### src/rtl/mtr_drv.sv
// Dual H-bridge PWM driver: signed left/right speeds become complementary PWM pairs with
// optional non-overlap dead time. A single free-running 11-bit counter sets the 2048-clock period.
module mtr_drv #(
  parameter int unsigned DEADTIME = 0
) (
  input  logic        clk,
  input  logic        rst_n,
  input  logic [10:0] lft_spd,
  input  logic [10:0] rght_spd,
  output logic        lftPWM1,
  output logic        lftPWM2,
  output logic        rghtPWM1,
  output logic        rghtPWM2
);

  logic [10:0] r_cnt;
  logic [10:0] r_lft_duty;
  logic [10:0] r_rght_duty;
  logic [1:0]  w_raw;     // index 0 = left, 1 = right
  logic [1:0]  r_pwm1;
  logic [1:0]  r_pwm2;

  // Period counter; the duty registers reload only at the end of a period so mid-period
  // speed changes cannot glitch the current cycle. Adding 0x400 flips the sign bit.
  always_ff @(posedge clk) begin
    if (!rst_n) begin
      r_cnt       <= 11'd0;
      r_lft_duty  <= 11'h400;
      r_rght_duty <= 11'h400;
    end else begin
      r_cnt <= r_cnt + 11'd1;
      if (r_cnt == 11'h7ff) begin
        r_lft_duty  <= {~lft_spd[10], lft_spd[9:0]};
        r_rght_duty <= {~rght_spd[10], rght_spd[9:0]};
      end
    end
  end

  assign w_raw[0] = (r_cnt < r_lft_duty);
  assign w_raw[1] = (r_cnt < r_rght_duty);

  generate
    if (DEADTIME == 0) begin : g_nodt
      // Plain registered compare: PWM1 follows raw, PWM2 is its complement.
      always_ff @(posedge clk) begin
        if (!rst_n) begin
          r_pwm1 <= 2'b00;
          r_pwm2 <= 2'b00;
        end else begin
          r_pwm1 <= w_raw;
          r_pwm2 <= ~w_raw;
        end
      end
    end else begin : g_dt
      localparam logic [3:0] DtCyc = 4'(DEADTIME);

      logic [1:0] r_raw_q;
      logic [3:0] r_dt [2];

      // Per side: any raw edge forces both outputs low; r_dt counts consecutive stable
      // samples (the edge sample counts as the first) and the new output is released once
      // raw has held for DEADTIME clocks.
      always_ff @(posedge clk) begin
        for (int s = 0; s < 2; s++) begin
          if (!rst_n) begin
            r_raw_q[s] <= 1'b0;
            r_dt[s]    <= 4'd0;
            r_pwm1[s]  <= 1'b0;
            r_pwm2[s]  <= 1'b0;
          end else begin
            r_raw_q[s] <= w_raw[s];
            if (w_raw[s] != r_raw_q[s]) begin
              r_dt[s]   <= 4'd1;
              r_pwm1[s] <= 1'b0;
              r_pwm2[s] <= 1'b0;
            end else if (r_dt[s] >= DtCyc) begin
              r_pwm1[s] <= w_raw[s];
              r_pwm2[s] <= ~w_raw[s];
            end else begin
              r_dt[s]   <= r_dt[s] + 4'd1;
              r_pwm1[s] <= 1'b0;
              r_pwm2[s] <= 1'b0;
            end
          end
        end
      end
    end
  endgenerate

  assign lftPWM1  = r_pwm1[0];
  assign lftPWM2  = r_pwm2[0];
  assign rghtPWM1 = r_pwm1[1];
  assign rghtPWM2 = r_pwm2[1];

endmodule

### config.mk
export PLATFORM = sky130hd
export DESIGN_NAME = mtr_drv
export DESIGN_NICKNAME = d
export VERILOG_FILES = /design/src/rtl/mtr_drv.sv
export SDC_FILE = /design/constraint.sdc
export NUM_CORES = 1
export LEC_CHECK = 0
export CAP_MARGIN = 20
export CORE_ASPECT_RATIO = 1.25
export CORE_MARGIN = 2
export CORE_UTILIZATION = 30
export DETAILED_ROUTE_END_ITERATION = 6
export DONT_BUFFER_PORTS = 1
export HOLD_SLACK_MARGIN = 0.12
export PLACE_DENSITY = 0.45
export SLEW_MARGIN = 10
export SYNTH_ARGS = -nofsm -noshare
export SYNTH_HDL_FRONTEND = slang
export SYNTH_SLANG_ARGS = --single-unit
### constraint.sdc
create_clock -name clk -period 3.8 [get_ports clk]
set_input_delay 0.76 -clock clk [delete_from_list [all_inputs] [get_ports clk]]
set_output_delay 0.76 -clock clk [all_outputs]
set_load 0.01 [all_outputs]
=== Word-level counts from Yosys, hierarchy flattened ===
Index checks and enable logic that the tools add are counted.

* Equality and inequality tests: 1
* Add/sub/neg operators: 1
* Order comparisons: 2
* Reductions and logical operators: 0
* Shift-type cells: 0
* Bitwise gates (word level): 3
* Multipliers: 0
* Mux-type cells: 0
* Divide/modulo/power cells: 0

{| class="wikitable"
|+ Operators by type and width
! kind !! number
|-
| < comparator 11 bit || 2
|-
| adder 11 x 1 -> 11 bit (second input constant) || 1
|-
| equality test 11 bit (second input constant) || 1
|-
| inverter 1 bit || 2
|-
| inverter 2 bit || 1
|}

* Bits in read-only memories: 0
* Memories kept: 0
* Latch bits: 0
* Flip-flop bits (word level): 37
* Output and inout port bits: 4
* Logic and storage cells: 12
* Bits in writable memories: 0

=== Logic depth before layout (Yosys ltp) ===
Gate-level depths: netlist of the first run.

* Depth in word-level cells: 2
* Depth in mapped cells: 6
* Gate-level depth less buffers: 6

=== Worst setup path after synthesis of the first run ===
OpenSTA, ideal clock, no wires.

* Path kind: register to register
* Start: register r_cnt[0]
* End: register r_lft_duty[0]
* Cell stages (with the launch flop): 6
* Slack: 2.163 ns
* Path buffers: 1
* Arrival time: 1.514 ns
* Setup time: 0.123 ns
* Clock period less this slack: 1.637 ns
* Cells stage by stage: dfxtp_1 ha_1 nand3_1 nor4_4 clkbuf_2 o21ai_0

* Longest elaborated chain between the ends: 1

{| class="wikitable"
|+ Ends and longest elaborated chain
! item !! RTL line !! source
|-
| start, declared || 16 || <nowiki>logic [10:0] r_cnt;</nowiki>
|-
| start signal, assigned || 31 || <nowiki>r_cnt <= r_cnt + 11'd1;</nowiki>
|-
| equality test 11 bit || 32 || <nowiki>if (r_cnt == 11'h7ff) begin</nowiki>
|-
| end signal, assigned || 33 || <nowiki>r_lft_duty <= {~lft_spd[10], lft_spd[9:0]};</nowiki>
|-
| end, declared || 17 || <nowiki>logic [10:0] r_lft_duty;</nowiki>
|}

Every way passes these cells.
A chain may end at the register's enable or synchronous reset.

=== Final worst setup path of the first run ===
* Start: register r_cnt[0]
* End: register r_rght_duty[10]

* Longest elaborated chain between the ends: 1

{| class="wikitable"
|+ Ends and longest elaborated chain
! item !! RTL line !! source
|-
| equality test 11 bit || 32 ||
|-
| end signal, assigned || 34 || <nowiki>r_rght_duty <= {~rght_spd[10], rght_spd[9:0]};</nowiki>
|-
| end, declared || 18 || <nowiki>logic [10:0] r_rght_duty;</nowiki>
|}

Every way passes these cells.

==> impl_metrics.py, run 1 <==
metrics = {
    "outcome": {
        "status": "finished clean",
    },
    "cells_and_area": {
        "layout.nets": 266,
        "layout_commonest_cell": "dfxtp_1",
        "area_delta_synth_final_pct": 7.56,
        "drive_above_1_share_pct": 4.07,
        "n_antenna_cell": 0,
        "layout.cells.non_filler": 306,
        "final_cell_mix": "37 x dfxtp_1, 31 x nand2_1, 23 x o21ai_0, 22 x inv_1, 22 x nand3_1",
    },
    "critical_path": {
        "end_kind": "flip-flop",
        "required_ns": 4.02,
        "worst-path-max-fanout": 44,
        "arrival_ns": 2.04,
        "path_class": "flip-flop to flip-flop",
        "startpoint_type": "flip-flop",
    },
    "drt": {
        "num_vias": 1388,
        "dr.pass1.iters": 3,
        "drc_errors": 0,
        "wl_per_cell_um": 11.9,
        "top_layer": "met4",
        "drt_iter0_markers": 64,
        "ant_nets": 0,
        "vias_per_cell": 4.54,
        "met2_length_um": 1640,
        "routed_wl_um": 3650,
        "wl_met3_um": 124,
        "wl_met1_um": 1790,
    },
    "yosys": {
        "ys_seq_elements": 37,
        "seq_area_frac_synth_pct": 39.3,
        "synth_top_area_share_pct": 39.3,
        "yosysWarnings": 0,
        "synth_cells": 223,
        "yosys.area.top_type": "dfxtp_1",
        "synth_cell_type_count": 29,
        "syn_area_per_cell_um2": 8.46,
        "syn_area_um2": 1890,
        "syn-num-nets": 268,
        "synth.area.top_cells": "dfxtp_1 39%, ha_1 14%, nand2_1 6.2%, o21ai_0 6.1%, nand3_1 5.8%",
    },
    "sta": {
        "fmax_ghz": 0.548,
        "rsz0062_at_grt": "no",
        "fin_skew_ns": 0.00352,
        "setup_viol": 0,
        "layout_min_cycle_time_ns": 1.83,
        "drv_slew": 0,
        "setup_tns_ns": 0,
        "slew_headroom_pct": 71.6,
        "hold_viol": 0,
        "worst-slew-pin-transition_ns": 0.424,
        "min_period_over_period_pct": 48.0,
    },
    "die": {
        "core_area_um2": 6130,
        "start_util_pct": 30.8,
        "dieArea_um2": 6940,
        "io_pins": 28,
        "die_w_um": 74.9,
        "die_height_um": 92.7,
        "rows": 32,
    },
    "cts": {
        "clock-sinks": 37,
        "htreeDepth": 2,
        "post_cts_buffers": 0,
        "clk_pin_slew_worst_paths_ns": 0.07,
        "cts_resized": 0,
        "ctsHoldBuffers": 0,
        "cts_root_buffer": "clkbuf_8",
        "cts_tree": "yes",
        "cts_made_buffers": 5,
        "clock_latency_ns": 0.29,
        "clockBufferDepth": 2,
    },
    "global_route": {
        "grt_pass1_wl_um": 6140,
        "grt_usage_pct": 11.9,
        "grt_max_degree": 60,
        "antenna_found_initial": 0,
        "grt_overflow_total": 0,
        "grt_pass1_vias": 1279,
    },
    "placement": {
        "gp_routability_congestion": 0.704,
        "dp.cells": 299,
        "hpwl_um": 2680,
        "portBuffers": 0,
    },
    "pwr": {
        "p_leak_nw": 0.759,
        "ir_drop_mv": 0.176,
        "power_density_nw_per_um2": 338,
    },
    "flow_run": {
        "maxCapViolations": 0,
    },
    "min_path": {
        "hold_class": "flip-flop to flip-flop",
    },
}
## path summary, 6_finish.rpt
path	start	to	slack [ns]	depth (start not counted)
worst max register to register	r_cnt[0]$_SDFF_PN0_	r_rght_duty[10]$_SDFFE_PN1N_	1.97	6
worst min-delay path	r_rght_duty[1]$_SDFFE_PN0N_	r_rght_duty[1]$_SDFFE_PN0N_	0.45	2
worst max-delay path	r_cnt[0]$_SDFF_PN0_	r_rght_duty[10]$_SDFFE_PN1N_	1.97	6
worst min register to register	r_rght_duty[1]$_SDFFE_PN0N_	r_rght_duty[1]$_SDFFE_PN0N_	0.45	2
## state kept, by name, indices dropped and copies added, names as in the netlist
register	cells
r_cnt	11
r_lft_duty	11
r_pwm1	2
r_pwm2	2
r_rght_duty	11
## metal layers
metal,track usage [%],vias up
li1,-,758
met1,16.1,602
met2,16.9,22
met3,3.37,6
met4,5.80,0
met5,0,-
## cell usage after synthesis (all sizes together)
| cell | instances |
|---|---|
| ha | 21 |
| nand4 | 4 |
| inv | 22 |
| xnor2 | 5 |
| o21ai | 24 |
| and4 | 1 |
| xor2 | 2 |
| and2 | 10 |
| nor3b | 3 |
| or3 | 2 |
| clkbuf | 6 |
| a21oi | 10 |
| nand3 | 22 |
| a21boi | 2 |
| nor2b | 5 |
| nor3 | 4 |
| a211oi | 2 |
| o221ai | 2 |
| nor4 | 2 |
| buf | 4 |
| dfxtp | 37 |
| nand2 | 31 |
| a31oi | 2 |
## critical path, stage by stage (launching register included)
cell,delay (ns)
dfxtp_1,0.42
ha_1,0.21
nand3_1,0.23
nor4_4,0.27
buf_4,0.39
nor3b_1,0.09
a31oi_1,0.15
## per-stage QoR
stage          utilization (%)  instance area [um^2]  hold slack [ns]  power (mW)  setup WS (ns)
3_3_place_gp              31.7                  1940            0.437       0.421           2.02
5_1_grt                   33.1                  2030            0.481       0.721           1.73
6_report                  33.1                  2030            0.452       0.686           1.97
2_1_floorplan                -                  1890            0.428       0.424           2.16
3_5_place_dp              31.7                  1940            0.446       0.421           1.98
4_1_cts                   33.1                  2030            0.455       0.698           1.96
## report_power, final
group	internal (mW)	switching, mW
Sequential	0.392	0.00491
Combinational	0.00865	0.00603
Clock	0.144	0.131
## cell type report
class,count,area (um^2)
Multi-Input combinational cell,154,1010
Tap cell,85,106
Inverter,22,82.6
Timing Repair Buffer,1,7.51
Sequential cell,37,741
Fill cell,676,4100
Clock buffer,7,86.3
## cell families after synthesis
group           share of synthesized area (%)
simple gates                             23.9
compound gates                           12.2
flops                                    39.3
buf+inv                                  7.43
fa+ha+maj                                13.9
xor+xnor                                 3.25
Power figures use the tool's default switching activity.
==> inputs of run 2 (changes only) <==
==> constraint.sdc (replaced) <==
create_clock -name clk -period 1.8 [get_ports clk]
set_input_delay 0.36 -clock clk [delete_from_list [all_inputs] [get_ports clk]]
set_output_delay 0.36 -clock clk [all_outputs]
set_load 0.01 [all_outputs]
==> impl_metrics.py, run 2 (synthesis gave the netlist of run 1 again) <==
metrics = {
    "critical_path": {
        "crit_family": "compound AO/OA/AOI/OAI gates",
        "cpPeakStageDelay_ns": 0.49,
        "startpoint_type": "flip-flop",
        "cp_num_cells": 5,
        "cp-startpoint": "r_cnt[6]$_SDFF_PN0_",
        "crit_chain": "ha_1 > a21oi_1 > o221ai_1 > a211oi_1 > and2_1",
        "end_kind": "flip-flop",
        "path_class": "flip-flop to flip-flop",
        "worst-path-max-fanout": 6,
        "r2r_start": "r_cnt[6]$_SDFF_PN0_",
        "cp_slowest_cell": "dfxtp_1",
        "arrival_ns": 1.87,
        "ff2ff_path_depth": 5,
        "required_ns": 2.03,
        "worst-path-buf-inv": 0,
    },
    "global_route": {
        "grt_pass1_vias": 1310,
        "grt_overflow_total": 0,
        "use_met2_pct": 17.2,
        "grt_max_degree": 60,
        "grt_usage_pct": 12.0,
        "grt_pass1_wl_um": 6290,
        "met3_usage_pct": 2.72,
        "antenna_found_initial": 0,
        "top_usage_layer": "met2",
        "grt_util_met1_pct": 16.9,
    },
    "cts": {
        "cts_resized": 0,
        "cts_tree": "yes",
        "ctsHoldBuffers": 0,
        "htreeDepth": 2,
        "clockBufferDepth": 2,
        "clock-sinks": 37,
        "post_cts_buffers": 0,
        "clock_latency_ns": 0.28,
        "cts_made_buffers": 5,
        "clk_pin_slew_worst_paths_ns": 0.07,
        "cts_root_buffer": "clkbuf_8",
    },
    "placement": {
        "hpwl_um": 2660,
        "post-place-ws_ns": 0.0769,
        "portBuffers": 0,
        "dp.cells": 302,
        "postPlaceCellArea_um2": 1980,
        "gp_routability_congestion": 0.713,
    },
    "cells_and_area": {
        "fill_cells": 662,
        "multiInputGateArea_um2": 1010,
        "drive_above_1_share_pct": 6.67,
        "seq_area_um2": 741,
        "final_cell_area_um2": 2100,
        "area_delta_synth_final_pct": 11.5,
        "layout_commonest_cell": "dfxtp_1",
        "layout.nets": 269,
        "layout.cells.non_filler": 310,
        "largestRegisters": "r_cnt (11), r_lft_duty (11), r_rght_duty (11)",
        "final_cell_mix": "37 x dfxtp_1, 31 x nand2_1, 23 x o21ai_0, 22 x inv_1, 22 x nand3_1",
        "n_antenna_cell": 0,
    },
    "drt": {
        "wl_per_cell_um": 11.8,
        "dr.pass1.iters": 4,
        "num_vias": 1417,
        "vias_per_cell": 4.57,
        "routed_wl_um": 3670,
        "drt_iter0_markers": 30,
        "ant_nets": 0,
        "drc_errors": 0,
    },
    "pwr": {
        "p_leak_nw": 0.790,
        "p_total_mw": 1.61,
        "ir_drop_mv": 0.313,
        "power_density_nw_per_um2": 767,
    },
    "die": {
        "die_w_um": 74.9,
        "start_util_pct": 30.8,
        "die_height_um": 92.7,
        "core_area_um2": 6130,
        "io_pins": 28,
        "dieArea_um2": 6940,
        "rows": 32,
    },
    "sta": {
        "rsz0062_at_grt": "no",
        "drv_slew": 0,
        "fin_skew_ns": 0.00771,
        "worst-slew-pin-transition_ns": 0.395,
        "setup_viol": 0,
        "min_period_over_period_pct": 91.2,
        "hold_viol": 0,
        "layout_min_cycle_time_ns": 1.64,
        "setup_tns_ns": 0,
        "layout_setup_ws_ns": 0.158,
        "fmax_ghz": 0.609,
        "slew_headroom_pct": 73.6,
    },
    "min_path": {
        "hold_class": "primary input to flip-flop",
        "hold_path_depth": 1,
        "hp-start": "rght_spd[10]",
    },
    "flow_run": {
        "maxCapViolations": 0,
    },
    "outcome": {
        "status": "finished clean",
    },
}
==> run 2: path summary, 6_finish.rpt <==
check	to	slack [ns]
max	r_pwm1[0]$_SDFF_PN0_	0.16
min	r_rght_duty[10]$_SDFFE_PN1N_	0.17
max reg2reg	r_pwm1[0]$_SDFF_PN0_	0.16
min reg2reg	r_rght_duty[8]$_SDFFE_PN0N_	0.46
==> run 2: area by class of cell <==
cell class | count | share of cell area (%)
Clock inverter | 2 | 1.78
Timing Repair Buffer | 4 | 2.02
Sequential cell | 37 | 35.2
Tap cell | 85 | 5.06
Multi-Input combinational cell | 154 | 48.1
Inverter | 22 | 3.93
Clock buffer | 6 | 3.93
==> run 2: report_power, final <==
group          internal [mW]  switching [mW]  total (mW)
clock                  0.450           0.291       0.742
combinational         0.0207          0.0165      0.0372
sequential             0.826         0.00872       0.835
==> run 2: worst register-to-register path, stage by stage, from the launching register on <==
cell      delay, ns
dfxtp_1        0.49
ha_1           0.30
a21oi_1        0.17
o221ai_1       0.17
a211oi_1       0.30
and2_1         0.16
==> run 2: stage by stage <==
stage	util [%]	hold slack (ns)
finish	34.3	0.172
global route	34.3	0.163
CTS	34.3	0.157
detailed placement	32.3	0.451
global placement	32.3	0.441
floorplan	-	0.428
==> run 2: layer usage <==
layer  part of all wire [%]  up-vias
met1                     51      628
met2                     44       27
met4                    1.5        0
li1                       -      758
met5                      0        -
met3                    3.3        4
